==> src/rtl/arqui_check_monitor.sv <==
// Scoreboard downstream of the architecture checker: settles after reset, counts mismatches, detects error runs, reports pass/fail.
// Optional first-error data snapshot is built when ARQUI_CHECK_MONITOR_SNAPSHOT_EN is defined.
module arqui_check_monitor #(
  parameter int CNT_W         = 16,
  parameter int SETTLE_CYCLES = 2,
  parameter int MAX_RUN       = 4
) (
  input  logic             clk,
  input  logic             reset,
  input  logic             chk_valid,
  input  logic             check_in,
  input  logic [3:0]       data0_c,
  input  logic [3:0]       data0_e,
  input  logic [3:0]       data1_c,
  input  logic [3:0]       data1_e,
  input  logic             end_of_test,
  output logic             monitoring,
  output logic [CNT_W-1:0] mismatch_count,
  output logic [CNT_W-1:0] cycle_count,
  output logic [CNT_W-1:0] first_err_cycle,
  output logic             first_err_valid,
  output logic [15:0]      first_err_snap,
  output logic             fail,
  output logic             report_valid,
  output logic             pass,
  output logic [2:0]       state_dbg
);

  // Debug encoding: 0 SETTLE, 1 MONITOR, 2 ERROR_RUN, 3 FAIL, 4 DONE.
  typedef enum logic [2:0] {
    ST_SETTLE    = 3'd0,
    ST_MONITOR   = 3'd1,
    ST_ERROR_RUN = 3'd2,
    ST_FAIL      = 3'd3,
    ST_DONE      = 3'd4
  } state_t;

  localparam state_t RESET_STATE = (SETTLE_CYCLES == 0) ? ST_MONITOR : ST_SETTLE;
  localparam int SW = (SETTLE_CYCLES > 1) ? $clog2(SETTLE_CYCLES) : 1;
  localparam logic [SW-1:0] SETTLE_LAST = SW'((SETTLE_CYCLES == 0) ? 0 : SETTLE_CYCLES - 1);
  localparam logic [CNT_W-1:0] CNT_MAX = '1;
  localparam logic [3:0] RUN_MAX = 4'(MAX_RUN);

  state_t        state;
  logic [SW-1:0] settle_cnt;
  logic [3:0]    run;
  logic          in_mon;
  logic          counted;

  assign in_mon     = (state == ST_MONITOR) || (state == ST_ERROR_RUN) || (state == ST_FAIL);
  assign counted    = in_mon && chk_valid && !check_in;
  assign monitoring = in_mon;
  assign pass       = (state == ST_DONE) && (mismatch_count == '0) && !fail;
  assign state_dbg  = state;

  always_ff @(posedge clk) begin
    if (reset) begin
      state           <= RESET_STATE;
      settle_cnt      <= '0;
      run             <= '0;
      mismatch_count  <= '0;
      cycle_count     <= '0;
      first_err_cycle <= '0;
      first_err_valid <= 1'b0;
      fail            <= 1'b0;
      report_valid    <= 1'b0;
    end else begin
      report_valid <= 1'b0;
      case (state)
        ST_SETTLE: begin
          if (end_of_test) begin
            state        <= ST_DONE;
            report_valid <= 1'b1;
          end else if (settle_cnt == SETTLE_LAST) begin
            state <= ST_MONITOR;
          end else begin
            settle_cnt <= settle_cnt + 1'b1;
          end
        end
        ST_MONITOR, ST_ERROR_RUN, ST_FAIL: begin
          if (cycle_count != CNT_MAX) cycle_count <= cycle_count + 1'b1;
          if (counted) begin
            if (mismatch_count != CNT_MAX) mismatch_count <= mismatch_count + 1'b1;
            if (!first_err_valid) begin
              first_err_cycle <= cycle_count;
              first_err_valid <= 1'b1;
            end
          end
          case (state)
            ST_MONITOR: begin
              if (counted) begin
                run <= 4'd1;
                if (RUN_MAX == 4'd1) begin
                  state <= ST_FAIL;
                  fail  <= 1'b1;
                end else begin
                  state <= ST_ERROR_RUN;
                end
              end
            end
            ST_ERROR_RUN: begin
              // Invalid cycles neither extend nor break the run.
              if (counted) begin
                run <= 4'(run + 4'd1);
                if (4'(run + 4'd1) == RUN_MAX) begin
                  state <= ST_FAIL;
                  fail  <= 1'b1;
                end
              end else if (chk_valid) begin
                run   <= '0;
                state <= ST_MONITOR;
              end
            end
            default: ;
          endcase
          // The compare sample on this edge is already accounted for above.
          if (end_of_test) begin
            state        <= ST_DONE;
            report_valid <= 1'b1;
          end
        end
        default: ;
      endcase
    end
  end

`ifdef ARQUI_CHECK_MONITOR_SNAPSHOT_EN
  logic [15:0] snap_q;
  always_ff @(posedge clk) begin
    if (reset) begin
      snap_q <= '0;
    end else if (counted && !first_err_valid) begin
      snap_q <= {data1_e, data1_c, data0_e, data0_c};
    end
  end
  assign first_err_snap = snap_q;
`else
  assign first_err_snap = 16'h0000;
`endif

endmodule

==> config.mk <==
export PLATFORM = sky130hd
export DESIGN_NAME = arqui_check_monitor
export DESIGN_NICKNAME = d
export VERILOG_FILES = /design/src/rtl/arqui_check_monitor.sv
export SDC_FILE = /design/constraint.sdc
export NUM_CORES = 1
export LEC_CHECK = 0
export CAP_MARGIN = 25
export CORE_UTILIZATION = 47
export DETAILED_ROUTE_END_ITERATION = 8
export PLACE_DENSITY = 0.8
export SYNTH_ARGS = -nofsm -noshare
export SYNTH_HDL_FRONTEND = slang
export SYNTH_SLANG_ARGS = --single-unit
==> constraint.sdc <==
create_clock -name clk -period 2.47 [get_ports clk]
set_input_delay 0.3705 -clock clk [delete_from_list [all_inputs] [get_ports clk]]
set_output_delay 0.3705 -clock clk [all_outputs]
set_load 0.005 [all_outputs]
==> summary.md, run 1 <==
| Metric | Value |
|---|---|
| # DRC | `0` |
| Endpoint required time on the critical path | `2.10 ns` |
| Cell area after technology mapping | `0.00306 sq mm` |
| Crit Path Class | `register to output pin` |
| Level count of the clock H-tree | `3` |
| Maximum number of pins on one net before global-route repair | `30` |
| Number of antenna diodes | `0` |
| Number of placement rows | `29` |
| Clock-pin transition on the worst setup and hold timing paths | `0.06 ns` |
| Maximum count of clock buffers along a single path | `2` |
| Die Width | `slightly above 80 um` |
| Clock latency at the later pin of the worst-skew pair | `around 0.34 ns` |
| Dominant cells by area after synthesis | `dfxtp_1 (39%), mux2i_1 (6.2%), nor2_1 (5.3%)` |
| Number of buffers and inverters on the critical path | `1` |
| Number of port buffers | `60` |
| Placed wire-length estimate | `5070 um` |
| CP max FO | `10` |
| Routed wire length per instance | `approximately 15 um` |
| Outcome | `completed` |
| P&R area growth vs syn | `28.8%` |
| Power per cell area | `563 mW/mm^2` |
| F_max | `432 MHz` |
| Number of synthesized flops with an enable pin | `0` |
| Total Negative Setup Slacks | `0 ns` |
| Cell count after synthesis | `345` |
| Number of CTS-inserted buffers | `9` |
| Net total in the final layout | `approximately 430` |
| DRT antenna net count | `0` |
| Number of I/O pins | `between 90 and 100` |
| Post-DR vias/cell | `5.71` |
| DR vias | `2800` |
| Critical Path End Type | `output pin` |
| FILL cells | `543` |
| Final global-route overflow total | `0` |
| Static leakage power | `1.37 nW` |
| Routability cong. | `0.838` |
| CTS tree | `yes` |
| Core area | `0.00631 sq mm` |
| Die Area | `0.00684 sq mm` |
| Iter 0 DRT Violations | `157` |
| Chip height | `82.7 um` |
| Setup skew after layout | `0.00903 ns` |
| Critical path's largest stage delay | `0.50 ns` |
| Setup repair after global routing missed its margin | `false` |
| Startpoint types | `register` |
| GRT Overall Usage | `22.6%` |
| Starting utilization of the core area | `roughly half` |
| Share of synthesized registers carrying an async set or reset | `0%` |
| Crit-path leading delay family | `simple AND/OR/NAND/NOR gates` |
| Min cycle time layout | `roughly 2.3 ns` |
| Fraction of synthesized cell area taken by the top area cell type | `38.6%` |
| Post CTS Setup Buffer Count | `0` |
| Arrival time of data at the critical path endpoint | `slightly below 2 ns` |
| Num Clock Sinks | `59` |
| Detailed Route WL | `around 7300 um` |
| Area taken by flip-flops and latches | `0.00118 sq mm` |
| Worst-case vdd ir drop | `0.000519 V` |
| Slew at the pin closest to its max-slew limit | `0.515 ns` |
| Smallest hold slack | `a little under 0.5 ns` |
| Warnings, synthesis | `0` |
| Global-route wire length before repair | `about 12000 um` |
| Vias in the first global route | `2553` |
| Count of maximum capacitance violations | `0` |
| Root buffer cell | `clkbuf_8` |
| Area leader, netlist | `dfxtp_1` |
| Register area share after synthesis | `38.6%` |
| Final slew viol count | `0` |
| Slew HR | `65.7%` |
| Ratio of cells with drive above 1 in the final layout | `11.6%` |
| Initial antenna violation count | `0` |
| Mean cell area of the mapped netlist | `8.87 sq um` |
| Final setup violation count | `0` |
| Number of different library cells in the post-synthesis netlist | `between 50 and 60` |
| Slowest-stage cell, CP | `clkdlybuf4s50_1` |
| Area of combinational cells with multiple inputs | `roughly 0.0017 sq mm` |
| Hold WC Path Type | `register to register` |
| Total iterations of the first detailed-routing run | `4` |
| Predominant post-synthesis flop cell | `dfxtp_1` |
| Crit share post-route | `93.6%` |
| Critical Path, Cell by Cell | `nor4b_1, nand4_1, nor2_1, clkdlybuf4s50_1` |
| Register bit total from synthesis | `59` |
| Final hold vios | `0` |
## final timing paths
path	from	to	slack [ns]	depth (start not counted)
setup / recovery	state_dbg[2]	pass	0.16	4
hold / removal	settle_cnt	settle_cnt	0.49	2
setup reg to reg	state_dbg[1]	mismatch_count[15]	0.53	5
hold reg to reg	settle_cnt	settle_cnt	0.49	2
## report_power, final
group          internal, mW  switching (mW)
sequential            0.959          0.0110
combinational        0.0510          0.0642
clock                 0.751           0.382
total                  1.76           0.457
## cells by family (layout without fill, tap and decap cells)
kind of cell / count (synthesis) / in the layout / share of synthesized area (%)
AND/OR/NAND/NOR: 142 / 142 / 26.6
XOR/XNOR: 3 / 3 / 0.858
buffers and inverters: 41 / 94 / 8.05
multiplexers: 25 / 25 / 8.42
other: 1 / 16 / 0.122
AO/OA/AOI/OAI: 69 / 69 / 15.4
adder cells (fa/ha/maj): 5 / 5 / 2.04
flip-flops: 59 / 59 / 38.6
## cell usage after synthesis, drive strengths merged, types with 3 or more instances
cell type and n:
a211oi 3, a21oi 25, and3 4, and4 3, buf 26, clkbuf 7
dfxtp 59, ha 5, inv 8, mux2 6, mux2i 19, nand2 15
nand3 13, nand4 9, nor2 43, nor2b 7, nor3 9, nor3b 3
nor4 6, o21a 5, o21ai 5, o311ai 3, o31ai 13, o41ai 4
or2 5, or3 4, or4 12
## cells in the final DEF (no fill, tap or decap), drive strengths merged, types with 2 or more instances in the layout
| cell type | netlist | routed |
|---|---|---|
| conb | 1 | 16 |
| or3 | 4 | 4 |
| nor3b | 3 | 3 |
| nand4 | 9 | 9 |
| mux2i | 19 | 19 |
| a21boi | 2 | 2 |
| nor4b | 2 | 2 |
| o311ai | 3 | 3 |
| dfxtp | 59 | 59 |
| nor3 | 9 | 9 |
| clkdlybuf4s50 | 0 | 59 |
| o41ai | 4 | 4 |
| or4 | 12 | 12 |
| buf | 26 | 11 |
| o2111ai | 2 | 2 |
| and4 | 3 | 3 |
| or2 | 5 | 5 |
| ha | 5 | 5 |
| mux2 | 6 | 6 |
| bufinv | 0 | 3 |
| a211oi | 3 | 3 |
| nor4 | 6 | 6 |
| or3b | 2 | 2 |
| o31ai | 13 | 13 |
| and3 | 4 | 4 |
| o21ai | 5 | 5 |
| a21oi | 25 | 25 |
| inv | 8 | 8 |
| nor2 | 43 | 43 |
| xor2 | 2 | 2 |
| nor2b | 7 | 7 |
| nand2 | 15 | 15 |
| nand3 | 13 | 13 |
| clkbuf | 7 | 12 |
| o21a | 5 | 5 |
| nand2b | 2 | 2 |
## metal layers
metal | vias up | track usage (%) | wire [um]
met5 | - | 0 | 0
met4 | 0 | 8.10 | 82
met3 | 11 | 7.14 | 421
met2 | 88 | 39.1 | 3620
met1 | 1331 | 26.1 | 3200
li1 | 1370 | - | -
## registers in the layout, summed over array words and instances, names as in the netlist, 3 cells and up
| name | count |
|---|---|
| cycle_count | 16 |
| first_err_cycle | 16 |
| mismatch_count | 16 |
| run | 4 |
| state_dbg | 3 |
## repair_timing
| action | in CTS | in global routing |
|---|---|---|
| gates resized for setup | 1 | 0 |
| setup endpoints to repair | 1 | 0 |
| hold buffers | 0 | 0 |
## per-stage QoR
step                      cell area [sq um]  setup WS [ns]  cells  total power [mW]  utilization (%)
after floorplan                        3120          0.699    360              1.08                -
after global routing                   3940         0.0159    490              2.29             62.4
final                                  3940          0.157    490              2.22             62.4
after CTS                              3940          0.150    490              2.23             62.4
after detailed placement               3680          0.213    474              1.11             58.3
after global placement                 3680          0.259    474              1.10             58.3
## worst register-to-register path, delay by kind of cell, from the launching register on
kind | cells | cell delay (ns)
simple gates | 3 | 0.91
compound gates | 1 | 0.16
buf+inv | 1 | 0.23
flops | 1 | 0.59
## final cells by class
| type | instances | share of cell area (%) |
|---|---|---|
| sequential | 59 | 30.0 |
| timing repair buffer | 70 | 17.3 |
| clock buffer | 12 | 4.19 |
| inverter | 8 | 0.762 |
| multi-input combinational | 260 | 42.9 |
| tap | 77 | 2.44 |
| clock inverter | 4 | 2.41 |
Power figures use the tool's default switching activity.
==> inputs of run 2 (changes only) <==
- CTS_CLUSTER_DIAMETER: not set -> 150
==> results of run 2 <==
The final DEF is identical to that of run 1; final timing and power are the same.
